$ cat src/rtl/dcache_meta_wb_pkg.sv
`default_nettype none
// ============================================================================
// Module   : dcache_meta_wb_pkg
// Purpose  : Shared constants and the entry type for the data-cache metadata
//            write buffer.
//            - c_DEPTH / c_IDX_W / c_WAY_W / c_TAG_W : default widths and depth
//            - meta_wb_entry_t                      : one buffered tag write
// Macros   : none
// Revision : 1.0 - initial release
// ============================================================================
package dcache_meta_wb_pkg;

    localparam int unsigned c_DEPTH = 4;
    localparam int unsigned c_IDX_W = 6;
    localparam int unsigned c_WAY_W = 8;
    localparam int unsigned c_TAG_W = 20;

    typedef struct packed {
        logic [c_IDX_W-1:0] idx;
        logic [c_WAY_W-1:0] way_en;
        logic [c_TAG_W-1:0] tag;
    } meta_wb_entry_t;

endpackage : dcache_meta_wb_pkg
`default_nettype wire

$ cat src/rtl/meta_wb_hazard_cmp.sv
`default_nettype none
// ============================================================================
// Module   : meta_wb_hazard_cmp
// Purpose  : Flags a tag-array read whose set index collides with any occupied
//            buffer entry or with the entry being accepted this cycle.
// Ports    : i_entry_idx  - flattened idx field of every buffer slot
//            i_occ        - one bit per slot, set when the slot holds a write
//            i_read_valid - tag-array read this cycle
//            i_read_idx   - set index of that read
//            i_enq_valid  - an entry is accepted this cycle
//            i_enq_idx    - set index of the accepted entry
//            o_hazard     - read collides with a pending or arriving write
// Macros   : only instantiated when META_WRITE_BUF_HAZARD_EN is defined
// Revision : 1.0 - initial release
// ============================================================================
module meta_wb_hazard_cmp
    import dcache_meta_wb_pkg::*;
#(
    parameter int unsigned DEPTH = c_DEPTH,
    parameter int unsigned IDX_W = c_IDX_W
) (
    input  logic [DEPTH*IDX_W-1:0] i_entry_idx,
    input  logic [DEPTH-1:0]       i_occ,
    input  logic                   i_read_valid,
    input  logic [IDX_W-1:0]       i_read_idx,
    input  logic                   i_enq_valid,
    input  logic [IDX_W-1:0]       i_enq_idx,
    output logic                   o_hazard
);

    logic [DEPTH-1:0] w_hit;
    logic             w_enq_hit;

    for (genvar gi = 0; gi < DEPTH; gi++) begin : g_cmp
        assign w_hit[gi] = i_occ[gi] & (i_entry_idx[gi*IDX_W +: IDX_W] == i_read_idx);
    end

    assign w_enq_hit = i_enq_valid & (i_enq_idx == i_read_idx);
    assign o_hazard  = i_read_valid & ((|w_hit) | w_enq_hit);

endmodule : meta_wb_hazard_cmp
`default_nettype wire

$ cat src/rtl/dcache_meta_write_buffer.sv
`default_nettype none
// ============================================================================
// Module   : dcache_meta_write_buffer
// Purpose  : Small FIFO of pending tag-array writes. Entries drain one per
//            cycle whenever no tag-array read is in progress; reads always win.
// Ports    : clock, reset (synchronous, active-high)
//            io_in_valid/io_in_ready   - enqueue handshake
//            io_in_bits_idx/way_en/tag - enqueue payload
//            io_read_valid/io_read_idx - tag-array read this cycle
//            io_read_hazard            - read set has a pending write
//            io_write_en/idx/way_en/tag- tag-array write strobe and payload
//            io_count                  - registered occupancy
// Macros   : META_WRITE_BUF_HAZARD_EN - enables the read-hazard comparators;
//            when undefined io_read_hazard is tied low.
// Revision : 1.0 - initial release
// ============================================================================
module dcache_meta_write_buffer
    import dcache_meta_wb_pkg::*;
#(
    parameter int unsigned DEPTH = c_DEPTH,
    parameter int unsigned IDX_W = c_IDX_W,
    parameter int unsigned WAY_W = c_WAY_W,
    parameter int unsigned TAG_W = c_TAG_W
) (
    input  logic                       clock,
    input  logic                       reset,
    input  logic                       io_in_valid,
    output logic                       io_in_ready,
    input  logic [IDX_W-1:0]           io_in_bits_idx,
    input  logic [WAY_W-1:0]           io_in_bits_way_en,
    input  logic [TAG_W-1:0]           io_in_bits_tag,
    input  logic                       io_read_valid,
    input  logic [IDX_W-1:0]           io_read_idx,
    output logic                       io_read_hazard,
    output logic                       io_write_en,
    output logic [IDX_W-1:0]           io_write_idx,
    output logic [WAY_W-1:0]           io_write_way_en,
    output logic [TAG_W-1:0]           io_write_tag,
    output logic [$clog2(DEPTH):0]     io_count
);

    localparam int unsigned c_PTR_W = $clog2(DEPTH);
    localparam int unsigned c_CNT_W = c_PTR_W + 1;

    localparam logic [0:0] c_S_IDLE  = 1'b0;
    localparam logic [0:0] c_S_DRAIN = 1'b1;

    logic [IDX_W-1:0]   r_idx [DEPTH];
    logic [WAY_W-1:0]   r_way [DEPTH];
    logic [TAG_W-1:0]   r_tag [DEPTH];
    logic [c_PTR_W-1:0] r_head;
    logic [c_PTR_W-1:0] r_tail;
    logic [c_CNT_W-1:0] r_count;
    logic [0:0]         r_state;
    logic [0:0]         w_state_nxt;
    logic               w_in_ready;
    logic               w_enq;
    logic               w_deq;

    // Ready depends only on registered count, so there is no in-to-write path.
    assign w_in_ready = (r_count != c_CNT_W'(DEPTH));
    assign w_enq      = io_in_valid & w_in_ready;

    // Storage is deliberately not reset; occupancy is tracked by the pointers.
    always_ff @(posedge clock) begin
        if (w_enq) begin
            r_idx[r_tail] <= io_in_bits_idx;
            r_way[r_tail] <= io_in_bits_way_en;
            r_tag[r_tail] <= io_in_bits_tag;
        end
    end

    always_ff @(posedge clock) begin
        if (reset) begin
            r_head  <= '0;
            r_tail  <= '0;
            r_count <= '0;
            r_state <= c_S_IDLE;
        end else begin
            r_state <= w_state_nxt;
            if (w_enq) begin
                r_tail <= r_tail + 1'b1;
            end
            if (w_deq) begin
                r_head <= r_head + 1'b1;
            end
            case ({w_enq, w_deq})
                2'b10:   r_count <= r_count + 1'b1;
                2'b01:   r_count <= r_count - 1'b1;
                default: r_count <= r_count;
            endcase
        end
    end

    // Reads stall the drain; reset also suppresses the strobe so an entry
    // discarded by reset is never written in that cycle.
    always_comb begin
        w_state_nxt = r_state;
        w_deq       = 1'b0;
        case (r_state)
            c_S_IDLE: begin
                if (w_enq) begin
                    w_state_nxt = c_S_DRAIN;
                end
            end
            c_S_DRAIN: begin
                w_deq = ~io_read_valid & ~reset;
                if (w_deq && !w_enq && (r_count == c_CNT_W'(1))) begin
                    w_state_nxt = c_S_IDLE;
                end
            end
            default: w_state_nxt = c_S_IDLE;
        endcase
    end

    assign io_in_ready     = w_in_ready;
    assign io_write_en     = w_deq;
    assign io_write_idx    = w_deq ? r_idx[r_head] : '0;
    assign io_write_way_en = w_deq ? r_way[r_head] : '0;
    assign io_write_tag    = w_deq ? r_tag[r_head] : '0;
    assign io_count        = r_count;

`ifdef META_WRITE_BUF_HAZARD_EN
    logic [DEPTH-1:0]       w_occ;
    logic [DEPTH*IDX_W-1:0] w_idx_flat;

    // Slot i is occupied when its distance from head is below the count.
    for (genvar gi = 0; gi < DEPTH; gi++) begin : g_occ
        logic [c_PTR_W-1:0] w_off;
        assign w_off                         = c_PTR_W'(gi) - r_head;
        assign w_occ[gi]                     = ({1'b0, w_off} < r_count);
        assign w_idx_flat[gi*IDX_W +: IDX_W] = r_idx[gi];
    end

    meta_wb_hazard_cmp #(
        .DEPTH (DEPTH),
        .IDX_W (IDX_W)
    ) u_hazard_cmp (
        .i_entry_idx  (w_idx_flat),
        .i_occ        (w_occ),
        .i_read_valid (io_read_valid),
        .i_read_idx   (io_read_idx),
        .i_enq_valid  (w_enq),
        .i_enq_idx    (io_in_bits_idx),
        .o_hazard     (io_read_hazard)
    );
`else
    logic w_unused_read_idx;
    assign w_unused_read_idx = ^io_read_idx;
    assign io_read_hazard    = 1'b0;
`endif

endmodule : dcache_meta_write_buffer
`default_nettype wire

$ cat config.mk
export PLATFORM = sky130hd
export DESIGN_NAME = dcache_meta_write_buffer
export DESIGN_NICKNAME = d
export VERILOG_FILES = /design/src/rtl/dcache_meta_wb_pkg.sv /design/src/rtl/meta_wb_hazard_cmp.sv /design/src/rtl/dcache_meta_write_buffer.sv
export SDC_FILE = /design/constraint.sdc
export NUM_CORES = 1
export LEC_CHECK = 0
export BUFFER_PORTS_ARGS = -buffer_cell sky130_fd_sc_hd__buf_2
export CORE_MARGIN = 5
export CORE_UTILIZATION = 30
export CTS_BUF_LIST = sky130_fd_sc_hd__clkbuf_8 sky130_fd_sc_hd__clkbuf_16
export CTS_CLUSTER_DIAMETER = 100
export DETAILED_ROUTE_END_ITERATION = 8
export HOLD_SLACK_MARGIN = 0.03
export PLACE_DENSITY = 0.51
export SETUP_SLACK_MARGIN = 0.3
export SKIP_LAST_GASP = 1
export SLEW_MARGIN = 10
export SYNTH_ARGS = -nofsm -noshare
export SYNTH_HDL_FRONTEND = slang
export SYNTH_SLANG_ARGS = --single-unit
$ cat constraint.sdc
create_clock -name clock -period 3.5 [get_ports clock]
set_clock_uncertainty 0.15 [all_clocks]
set_input_delay 0.175 -clock clock [delete_from_list [all_inputs] [get_ports clock]]
set_output_delay 0.175 -clock clock [all_outputs]
set_load 0.01 [all_outputs]
== Word level (Yosys, flattened, before mapping) ==
Memory sizes are Yosys's and may differ from the RTL's. A register that Yosys moved wholly into a read port is not among the register bits.
Cells that the tools add are included.
Storage, ports and cells
  input bits: 44
  bits in registers: 8
  memories: 3
  memory bits (writable): 136
Operators by class
  equal/unequal tests: 4
  muxes and demuxes: 15
  add/subtract/negate cells: 4
  reductions and logical operators: 4
  bitwise logic cells: 5
Memory list
  r_tag: depth 4, width 20, read ports 1, clocked after Yosys merged registers in 1, write ports 1, line dcache_meta_write_buffer.sv:50  | logic [TAG_W-1:0] r_tag [DEPTH];
  r_way: depth 4, width 8, read ports 1, clocked after Yosys merged registers in 1, write ports 1, line dcache_meta_write_buffer.sv:49  | logic [WAY_W-1:0] r_way [DEPTH];
  r_idx: depth 4, width 6, read ports 1, clocked after Yosys merged registers in 1, write ports 1, line dcache_meta_write_buffer.sv:48  | logic [IDX_W-1:0] r_idx [DEPTH];
Operators with widths (number)
  20-bit two-way mux: 1
  2-bit two-way mux: 6
  8-bit two-way mux: 1
  6-bit two-way mux: 1
  3-bit one-hot mux with 2 select lines: 1
  2-bit by 1-bit adder with 2-bit output (second input constant): 2
  1-bit two-way mux: 4
  3-bit by 1-bit adder with 3-bit output (second input constant): 1
  3-bit by 1-bit == test with 1-bit output (second input constant): 1
  3-bit inequality test (second input constant): 1
  1-bit inverter: 3
  3-bit by 1-bit subtractor with 3-bit output (second input constant): 1
  1-bit bitwise AND: 2
  2-bit by 1-bit == test with 1-bit output (second input constant): 1
  2-bit == test (second input constant): 1
  1-bit logical AND: 2
  1-bit one-hot mux with 2 select lines: 1
  2-bit nonzero test: 1
  1-bit zero test: 1

== Depth between registers and ports, before layout ==
  depth in word-level cells: 7
  gate-level depth with buffers: 8

== Worst setup path before layout ==
Ideal clock, no wire load.
  path kind: reg-to-reg
  start point: register r_count[0], in the netlist io_count[0]
  end point: memory r_idx[0][0] in the netlist's numbering, enable pin
  setup time: 394 ps
  slack: 966 ps
  clock period less this slack: 2534 ps
  data arrival time: 1990 ps
  cell stages (with the launch flop): 5
  path buffers: 0
  cell sequence: dfxtp_1 inv_1 ha_1 a21boi_1 and2_1
Between the ends
  word-level cells in the longest chain between the ends: 4
Ends and longest elaborated chain
  from (decl): line dcache_meta_write_buffer.sv:53  | logic [c_CNT_W-1:0] r_count;
  from (signal assigned): line dcache_meta_write_buffer.sv:88  | 2'b10: r_count <= r_count + 1'b1;
  from (signal assigned): line dcache_meta_write_buffer.sv:89  | 2'b01: r_count <= r_count - 1'b1;
  from (signal assigned): line dcache_meta_write_buffer.sv:90  | default: r_count <= r_count;
  3-bit inequality test: line dcache_meta_write_buffer.sv:61  | assign w_in_ready = (r_count != c_CNT_W'(DEPTH));
  1-bit bitwise AND: line dcache_meta_write_buffer.sv:62  | assign w_enq = io_in_valid & w_in_ready;
  1-bit two-way mux: line dcache_meta_write_buffer.sv:66  | if (w_enq) begin
  1-bit two-way mux (not written as such): line dcache_meta_write_buffer.sv:67  | r_idx[r_tail] <= io_in_bits_idx;
  to (decl): line dcache_meta_write_buffer.sv:48
Every way passes these cells.

==> flow_metrics.tcl <==
set metrics [dict create \
    synthMuxAreaShare_pct 14.24 \
    synth_area_um2 5694 \
    wire_per_inst_um 17.38 \
    grtUsageMet3_pct 4.139 \
    fp-row-count 50 \
    yosysSeqAreaShare_pct 75.24 \
    drcViolationCount 0 \
    status "completed" \
    finalWorstSetupSlack_ns 0.7938 \
    cp_max_fo 20 \
    start_util_pct 30.44 \
    met1_usage_pct 13.46 \
    grt_use_met2_pct 18.22 \
    finalHoldViolCount 0 \
    syn_to_final_growth_pct 28.70 \
    cts_buffer_depth 2 \
    path_clk_slew_ns 0.06 \
    antenna_found_initial 0 \
    placed_area_um2 6391 \
    vias 2815 \
    cp.arrival_ns 2.38 \
    stdcell_count 644 \
    layout.nets 451 \
    hpwl_mm 6.557 \
    max_slew_margin_pct 32.81 \
    io_buffers 76 \
    busiest_layer "met2" \
    grt_pass1_wl_mm 17.67 \
    worstSetupEndpointType "output pin" \
    io_pins 84 \
    rsz0062_at_grt "no" \
    critPathKind "register to output pin" \
    cts_buffers 17 \
    synth_fa_ha_area_share_pct 1.978 \
    power.density_nw_per_um2 559.0 \
    synth_compound_area_share_pct 0.6592 \
    vdd.ir_drop.worst_mv 0.3297 \
    clk_latency_ns 0.41 \
    path_cells "buf_12 > mux4_1 > and2_1 > buf_2" \
    synth_cell_types 25 \
    cts_root_buffer "clkbuf_16" \
    synth_top_family_by_area "multiplexers" \
    grt_pass1_vias 3096 \
    synth_warnings 0 \
    die_h_um 147.8 \
    tightest_slew_ns 1.008 \
    setup_viol 0 \
    postCtsSetupBuffers 0 \
    via_per_inst 4.371 \
    totalWireLength_mm 11.19 \
    fin_area_um2 7328 \
    core_um2 18710 \
    cts_tree "yes" \
    grt_max_degree 38 \
    post-route-period-util_pct 77.32 \
    dieArea_um2 21840 \
    synth_nets 324 \
    drv_cap 0 \
    max_stage_delay_ns 0.72 \
    max_freq_ghz 0.3695 \
    synthSimpleGateAreaFrac_pct 5.252 \
    required_ns 3.17 \
    p_leak_nw 2.636 \
    first_pass_iters 4 \
    min_path_type "input pin to register" \
    startpoint_type "register" \
    min_period_ns 2.706 \
    htree_levels 4 \
    antenna_cells 0 \
    grt-ovfl-total 0 \
    die_w_um 147.8 \
    ant_nets 0 \
    drive_gt1_share_pct 36.34 \
    placedCellCount 577 \
    tns_ns 0 \
    gp_congestion 0.6367 \
    track_usage_pct 11.01 \
    clock_sinks 146 \
    ys_ff_latch 146 \
    postSynthCellCount 271 \
    drtIter0Drc 125 \
    cp_slowest_cell "dfxtp_2" \
    pre_cts_slack_ns 1.138 \
    avgSynthCellArea_um2 21.01 \
    synth-xor-area-share_pct 0.6152 \
    drv_slew 0 \
]
## final cells by class
| cell class | count | area, µm² |
|---|---|---|
| tap | 234 | 292.8 |
| multi-input combinational | 106 | 1304 |
| inverter | 6 | 22.52 |
| clock buffer | 17 | 425.4 |
| sequential | 146 | 4287 |
| fill | 1696 | 11380 |
| clock inverter | 14 | 151.4 |
| timing repair buffer | 121 | 845.8 |
## layer usage
metal	wire (µm)	part of all wire [%]
met5	0	0
met2	5696	51
met3	568	5.1
met1	4799	43
met4	129	1.2
## per-stage QoR
stage          power (mW)  hold WS, ns  utilization, %
2_1_floorplan       2.229       0.1239               -
3_3_place_gp        2.340       0.2342           34.17
3_5_place_dp        2.349       0.2419           34.17
4_1_cts             4.165       0.1386           39.18
5_1_grt             4.275       0.1723           39.18
6_report            4.097       0.1562           39.18
## registers in the layout, summed over array words and instances (netlist names), named ones only
register  cells
r_tag        80
r_way        32
r_idx        24
io_count      3
r_head        2
r_tail        2
r_state       1
## critical path, delay by kind of cell (launching register included)
kind	cells	cell delay [ns]
muxes	1	0.57
buffers and inverters	2	0.45
DFF	1	0.72
and+or+nand+nor	1	0.20
## power breakdown
| part | internal [mW] | total, mW | switching [mW] |
|---|---|---|---|
| Sequential | 2.01 | 2.04 | 0.0309 |
| Combinational | 0.150 | 0.293 | 0.143 |
| Clock | 1.10 | 1.76 | 0.663 |
## cell families (layout without fill, tap and decap cells)
group / count (synthesis) / in the layout
AO/OA/AOI/OAI: 6 / 6
AND/OR/NAND/NOR: 49 / 49
multiplexers: 37 / 37
buffers and inverters: 19 / 158
XOR/XNOR: 4 / 4
flip-flops: 146 / 146
other: 1 / 1
adder cells (fa/ha/maj): 9 / 9
## path summary, 6_finish.rpt
path	endpoint	from	cells after the start	slack, ns
setup / recovery	io_write_idx[5]	register	4	0.79
hold / removal	r_tail[0]$_SDFFE_PP0P_	io_in_valid	5	0.16
setup reg to reg	r_tag[3][15]$_DFFE_PP_	io_count[0]$_SDFFE_PP0P_	6	1.21
hold reg to reg	register	r_head[1]$_SDFFE_PP0N_	1	0.30
## layout by cell type (no fill, tap or decap), drive strengths merged, types with 4 or more instances in the layout
master / synthesis / final
nor2: 6 / 6
inv: 6 / 10
clkbuf: 3 / 17
dfxtp: 10 / 10
edfxtp: 136 / 136
and2: 38 / 38
mux4: 34 / 34
clkinv: 0 / 4
ha: 9 / 9
buf: 10 / 85
dlygate4sd3: 0 / 36
## Yosys cell counts, drive strengths merged
library cell / number / area [µm²]
xnor2: 2 / 17.52
or3: 1 / 6.260
nand2: 2 / 7.510
a211oi: 1 / 7.510
o21ai: 1 / 5.000
mux2i: 3 / 30.03
nor2: 6 / 22.52
a21oi: 2 / 10.01
inv: 6 / 22.52
and2: 38 / 237.7
buf: 10 / 77.57
o31ai: 1 / 7.510
mux4: 34 / 780.8
nand2b: 1 / 6.260
nor3b: 1 / 18.77
edfxtp: 136 / 4084
conb: 1 / 3.750
a21boi: 1 / 7.510
clkbuf: 3 / 11.26
dfxtp: 10 / 200.2
ha: 9 / 112.6
xor2: 2 / 17.52
## timing repair
item                                    4_1_cts  5_1_grt
endpoints found under the setup margin        0        0
hold endpoints to repair                    144        0
gates resized for setup                       0        0
hold buffers                                 36        0
(Power assumes the default switching activity.)
